File: src/rtl/bus_io_responder.sv
// Memory-mapped I/O responder for the 6502 bus: a 16-byte window holding display digits,
// LEDs, sticky key flags and a free-running step counter, plus the seven-segment scan driver.
module bus_io_responder #(
    parameter logic [15:0] BASE     = 16'h6000,
    parameter int unsigned SCAN_DIV = 50000
) (
    input  logic        clk,
    input  logic        rst_n,
    input  logic        cpu_step,
    input  logic [15:0] addr,
    input  logic [7:0]  wdata,
    input  logic        we,
    output logic [7:0]  rdata,
    output logic        hit_q,
    input  logic [2:0]  key_n,
    output logic [3:0]  led,
    output logic [7:0]  seg_sel,
    output logic [7:0]  seg_data
);

    localparam int unsigned SCAN_W = $clog2(SCAN_DIV);
    localparam logic [SCAN_W-1:0] SCAN_LAST = SCAN_W'(SCAN_DIV - 1);

    localparam logic [3:0] OFF_LEDR  = 4'h8;
    localparam logic [3:0] OFF_KEYF  = 4'h9;
    localparam logic [3:0] OFF_STEPL = 4'hA;
    localparam logic [3:0] OFF_STEPH = 4'hB;

    logic [7:0]        dig_q [8];
    logic [7:0]        dig_d [8];
    logic [3:0]        ledr_q, ledr_d;
    logic [2:0]        keyf_q, keyf_d;
    logic [2:0]        key_s1_q, key_s2_q, key_s3_q;
    logic [15:0]       step_cnt_q, step_cnt_d;
    logic [7:0]        shadow_q, shadow_d;
    logic [7:0]        rdata_q, rdata_d;
    logic              hit_d;
    logic [SCAN_W-1:0] scan_cnt_q, scan_cnt_d;
    logic [2:0]        idx_q, idx_d;
    logic [7:0]        seg_sel_q, seg_sel_d;
    logic [7:0]        seg_data_q, seg_data_d;

    logic       win_hit;
    logic       rd_en;
    logic       wr_en;
    logic [3:0] off;
    logic [7:0] rd_val;
    logic [2:0] key_fall;

    assign win_hit  = (addr[15:4] == BASE[15:4]);
    assign rd_en    = cpu_step & win_hit & ~we;
    assign wr_en    = cpu_step & win_hit & we;
    assign off      = addr[3:0];
    // key_s3_q holds the previous synchronised sample, so a high-then-low pair is a press
    assign key_fall = key_s3_q & ~key_s2_q;

    always_comb begin
        rd_val = 8'h00;
        case (off)
            4'h0, 4'h1, 4'h2, 4'h3,
            4'h4, 4'h5, 4'h6, 4'h7: rd_val = dig_q[off[2:0]];
            OFF_LEDR:               rd_val = {4'h0, ledr_q};
            OFF_KEYF:               rd_val = {5'b0, keyf_q};
            OFF_STEPL:              rd_val = step_cnt_q[7:0];
            OFF_STEPH:              rd_val = shadow_q;
            default:                rd_val = 8'h00;
        endcase
    end

    always_comb begin
        dig_d      = dig_q;
        ledr_d     = ledr_q;
        keyf_d     = keyf_q;
        step_cnt_d = step_cnt_q;
        shadow_d   = shadow_q;
        rdata_d    = rdata_q;
        hit_d      = hit_q;

        if (cpu_step) begin
            step_cnt_d = step_cnt_q + 16'd1;
            hit_d      = win_hit & ~we;
            rdata_d    = rd_en ? rd_val : 8'h00;
        end

        if (wr_en) begin
            if (!off[3]) begin
                dig_d[off[2:0]] = wdata;
            end else if (off == OFF_LEDR) begin
                ledr_d = wdata[3:0];
            end
        end

        if (rd_en && (off == OFF_KEYF)) begin
            keyf_d = 3'b000;
        end
        if (rd_en && (off == OFF_STEPL)) begin
            shadow_d = step_cnt_q[15:8];
        end

        // A press in the same clk as a read-clear must survive, so it is OR-ed in last
        keyf_d = keyf_d | key_fall;
    end

    always_comb begin
        if (scan_cnt_q == SCAN_LAST) begin
            scan_cnt_d = '0;
            idx_d      = idx_q + 3'd1;
        end else begin
            scan_cnt_d = scan_cnt_q + SCAN_W'(1);
            idx_d      = idx_q;
        end
        // Both outputs follow the next index so select and pattern change on the same edge
        seg_sel_d  = ~(8'h01 << idx_d);
        seg_data_d = dig_q[idx_d];
    end

    always_ff @(posedge clk or negedge rst_n) begin
        if (!rst_n) begin
            for (int i = 0; i < 8; i++) begin
                dig_q[i] <= 8'hFF;
            end
            ledr_q     <= 4'h0;
            keyf_q     <= 3'b000;
            key_s1_q   <= 3'b111;
            key_s2_q   <= 3'b111;
            key_s3_q   <= 3'b111;
            step_cnt_q <= 16'h0000;
            shadow_q   <= 8'h00;
            rdata_q    <= 8'h00;
            hit_q      <= 1'b0;
            scan_cnt_q <= '0;
            idx_q      <= 3'd0;
            seg_sel_q  <= 8'hFE;
            seg_data_q <= 8'hFF;
        end else begin
            dig_q      <= dig_d;
            ledr_q     <= ledr_d;
            keyf_q     <= keyf_d;
            key_s1_q   <= key_n;
            key_s2_q   <= key_s1_q;
            key_s3_q   <= key_s2_q;
            step_cnt_q <= step_cnt_d;
            shadow_q   <= shadow_d;
            rdata_q    <= rdata_d;
            hit_q      <= hit_d;
            scan_cnt_q <= scan_cnt_d;
            idx_q      <= idx_d;
            seg_sel_q  <= seg_sel_d;
            seg_data_q <= seg_data_d;
        end
    end

    assign rdata    = rdata_q;
    assign led      = ledr_q;
    assign seg_sel  = seg_sel_q;
    assign seg_data = seg_data_q;

endmodule

File: config.mk
export PLATFORM = sky130hd
export DESIGN_NAME = bus_io_responder
export DESIGN_NICKNAME = d
export VERILOG_FILES = /design/src/rtl/bus_io_responder.sv
export SDC_FILE = /design/constraint.sdc
export NUM_CORES = 1
export LEC_CHECK = 0
export BUFFER_PORTS_ARGS = -buffer_cell sky130_fd_sc_hd__buf_4
export CORE_MARGIN = 2
export CORE_UTILIZATION = 60
export DETAILED_ROUTE_END_ITERATION = 12
export GPL_ROUTABILITY_DRIVEN = 0
export PLACE_DENSITY = 0.8
export SLEW_MARGIN = 0
export SYNTH_ARGS = -nofsm -noshare
export SYNTH_HDL_FRONTEND = slang
export SYNTH_SLANG_ARGS = --single-unit
export TNS_END_PERCENT = 50
File: constraint.sdc
create_clock -name clk -period 2.45 [get_ports clk]
set_input_delay 0.735 -clock clk [delete_from_list [all_inputs] [get_ports clk]]
set_output_delay 0.735 -clock clk [all_outputs]
set_load 0.02 [all_outputs]
==> impl_metrics.csv <==
group,metric,value,unit
worst_setup_path,required,2.78,ns
min_path,hold_class,"in -> async",
grt,grt_pass1_wl,29470,um
floorplan,die-height,114.6,um
worst_setup_path,cp-endpoint,"seg_data[0]",
timing,slew_headroom,0.5208,
power_and_ir_drop,ir_drop,530.8,uV
grt,grt_max_degree,48,
worst_setup_path,end_kind,"flip-flop",
yosys,syn_area_per_cell,12.66,um2
grt,grt.total_usage,0.2988,
yosys,synth_compound_area_frac,0.06850,
clock_network,clock_latency,0.43,ns
detailed_routing,wl_per_cell,21.71,um
yosys,synthTopCellsByArea,"dfstp_2, dfrtp_1, mux2_2",
timing,whs,0.2070,ns
yosys,ys_types,54,
worst_setup_path,reg2regPathDepth,8,
yosys,synthCells,580,
clock_network,cts_tree,"yes",
floorplan,core-area,11960,um2
timing,setup_viol_count_final,0,
power_and_ir_drop,p_comb_frac,0.054,
worst_setup_path,cp.arrival,2.73,ns
worst_setup_path,path_class,"reg -> reg",
run,maxCapViolCount,0,
timing,hold_viol_final,0,
grt,antenna_found_initial,0,
detailed_routing,post-route-drc-count,0,
timing,min_period,2.400,ns
detailed_routing,vias,5332,
detailed_routing,postRouteAntennaNets,0,
power_and_ir_drop,p_switching,1.318,mW
detailed_routing,firstDrtPassIters,5,
yosys,synthSimpleGateAreaFrac,0.09951,
grt,grt.overflow.total,0,
worst_setup_path,cp-start-kind,"flip-flop",
worst_setup_path,cp-startpoint,"scan_cnt_q[7]",
worst_setup_path,crit_fanout,7,
timing,rsz0062_at_grt,"yes",
layout,fillers,725,
timing,fmax,0.4166,GHz
timing,slew_viol_final,0,
yosys,yosysTopAreaCell,"dfstp_2",
worst_setup_path,r2r_slack,0.05,ns
placed_design,hpwlAfterDp,12250,um
clock_network,ctsRootBufferMaster,"clkbuf_16",
yosys,synthMuxAreaShare,0.2416,
timing,setup_slack,0.04951,ns
clock_network,cts_buffers,17,
power_and_ir_drop,p_leak,3.845,nW
grt,grt_pass1_vias,5596,
timing,post-route-period-util,0.9798,
yosys,yosys_register_bits,148,
yosys,ys_warn_count,0,
clock_network,htree_levels,4,
layout,num-nets-final,719,
floorplan,die_area,13140,um2
yosys,syn_nets,614,
clock_network,clk_pin_slew,0.06,ns
yosys,syn_area,7343,um2
layout,drive_above_1_share,0.5444,
power_and_ir_drop,cell_internal_pwr,4.487,mW
floorplan,start_util,0.6139,
placed_design,dpl-instance-area,8265,um2
placed_design,post-place-ws,-0.1268,ns
yosys,synth-adder-area-share,0.005112,
layout,fin_area,9070,um2
yosys,synth_top_area_frac,0.3149,
worst_setup_path,rr_startpoint,"scan_cnt_q[7]",
power_and_ir_drop,power_frac_seq,0.451,
detailed_routing,viasPerCell,6.310,
run_status,status,"finished clean",
layout,instances_no_fill,845,
yosys,synth_edf_count,0,
yosys,synth_top_family_by_area,"multiplexers",
layout,area_delta_synth_final,23.51,%
detailed_routing,drt-total-wl,18350,um
yosys,ys_async_sr_fraction,1.000,
yosys,synth_xor_area_frac,0.03697,
layout,fin_util,0.7583,
power_and_ir_drop,p_sw_frac,0.2270,
placed_design,port-buffer-count,59,
power_and_ir_drop,power_frac_clock,0.495,
placed_design,place_inst,810,
clock_network,clkSinkCount,148,
power_and_ir_drop,p_per_area,640.0,nW/um2
floorplan,ios,60,
yosys,synth_ff_type,"dfstp_2",
layout,diodes,0,
yosys,ys_seq_area_frac,0.5193,
floorplan,rows,40,
clock_network,hold_buffers,0,
worst_setup_path,r2r_end,"seg_data[0]",
floorplan,die_w,114.6,um
timing,fin_worst_skew,0.007989,ns
clock_network,clockBufferDepth,2,
timing,worst_pin_slew,0.7188,ns
detailed_routing,drtIter0Drc,283,
[layout by cell type (no fill, tap or decap), drive strengths merged, types with 3 or more instances in the layout]
cell type / n
or4: 3
o22ai: 21
nor2: 28
nand2b: 6
xnor2: 20
a22oi: 9
and2: 4
clkbuf: 18
nor2b: 5
ha: 3
a211oi: 6
nand2: 24
clkinv: 4
nand4: 6
xor2: 11
nor3: 8
a21oi: 21
nor4: 7
mux4: 19
dfrtp: 60
dfstp: 88
o22a: 6
o21ai: 8
buf: 114
nand3: 22
mux2: 84
mux2i: 40
bufinv: 5
and3: 6
inv: 24
[worst max-delay path: stages (launching register included)]
cell,delay (ns)
dfrtp_1,0.38
or4_4,0.58
nor4_4,0.37
buf_4,0.18
buf_4,0.14
nand3_1,0.11
a21oi_2,0.21
a2111oi_2,0.08
a31oi_1,0.24
[final cells by class]
type                    count  area [um2]  share of cell area
flip-flops and latches    148        3815              0.4206
multi-input cells         384        3442              0.3795
repair buffers            114       900.9             0.09932
clock buffers              18       429.2             0.04732
clock inverters            14       224.0             0.02469
well taps                 147       183.9             0.02028
inverters                  20       75.07            0.008277
[metal layers]
metal	up-vias	GRT usage	part of all wire
met4	0	0.1260	0.025
met3	45	0.07200	0.062
met1	2750	0.3921	0.41
li1	2347	-	-
met2	190	0.4789	0.51
met5	-	0	0
[flip-flops by register name, indices dropped and copies added (netlist names), 4 cells and up]
signal,count
scan_cnt_q,16
shadow_q,8
led,4
step_cnt_q,16
seg_data,8
dig_q,64
rdata,8
seg_sel,8
[power groups by stage]
stage          registers (mW)  clock network [mW]  logic [mW]
4_1_cts                  2.61                2.90       0.313
5_1_grt                  2.62                3.03       0.342
3_3_place_gp             2.64                   0       0.292
2_1_floorplan            2.62                   0       0.163
3_5_place_dp             2.65                   0       0.306
6_report                 2.62                2.87       0.313
[how the worst min path moves through the flow]
stage	end	depth (start not counted)	slack [ns]	from
detailed placement	key_s2_q[2]	0	0.35	key_s1_q[2]
finish	scan_cnt_q[13]	1	0.21	rst_n
global route	scan_cnt_q[13]	1	0.22	rst_n
floorplan	key_s2_q[0]	0	0.35	key_s1_q[0]
global placement	key_s2_q[0]	0	0.35	key_s1_q[0]
CTS	rdata[4]	1	0.22	rst_n
[timing repair]
item,in CTS,in global routing
setup endpoints to repair,2,8
resized for setup,1,31
buffers inserted,0,3
pin swaps,1,4
[per-stage QoR]
step | TNS [ns] | total power [mW]
after floorplan | 0 | 2.783
after global placement | -0.1292 | 2.935
after detailed placement | -3.860 | 2.954
after CTS | 0 | 5.828
after global routing | -0.1019 | 5.993
final | 0 | 5.805
[cells in the mapped netlist, drive strengths merged (2+ instances only)]
cell    count
a211oi      6
dfstp      88
xnor2      20
xor2       11
o22ai      21
mux2       84
clkbuf     13
or4         3
dfrtp      60
o21ai       8
mux2i      40
a221oi      2
o22a        6
nor2       28
and4        2
and3        6
mux4       19
nand3b      2
buf        15
nor4        7
nand4b      2
nand4       6
nand2b      6
a31oi       2
a22oi       9
nand2      24
a21oi      21
inv        20
ha          3
nor3        8
nor2b       5
nand3      22
and2        4
[cells by family (layout without fill, tap and decap cells)]
logic type	Yosys count	in the layout
simple gates	129	129
buf+inv	48	166
fa+ha+maj	3	3
xor+xnor	31	31
compound gates	78	78
mux	143	143
flops	148	148
(Power assumes the default switching activity.)
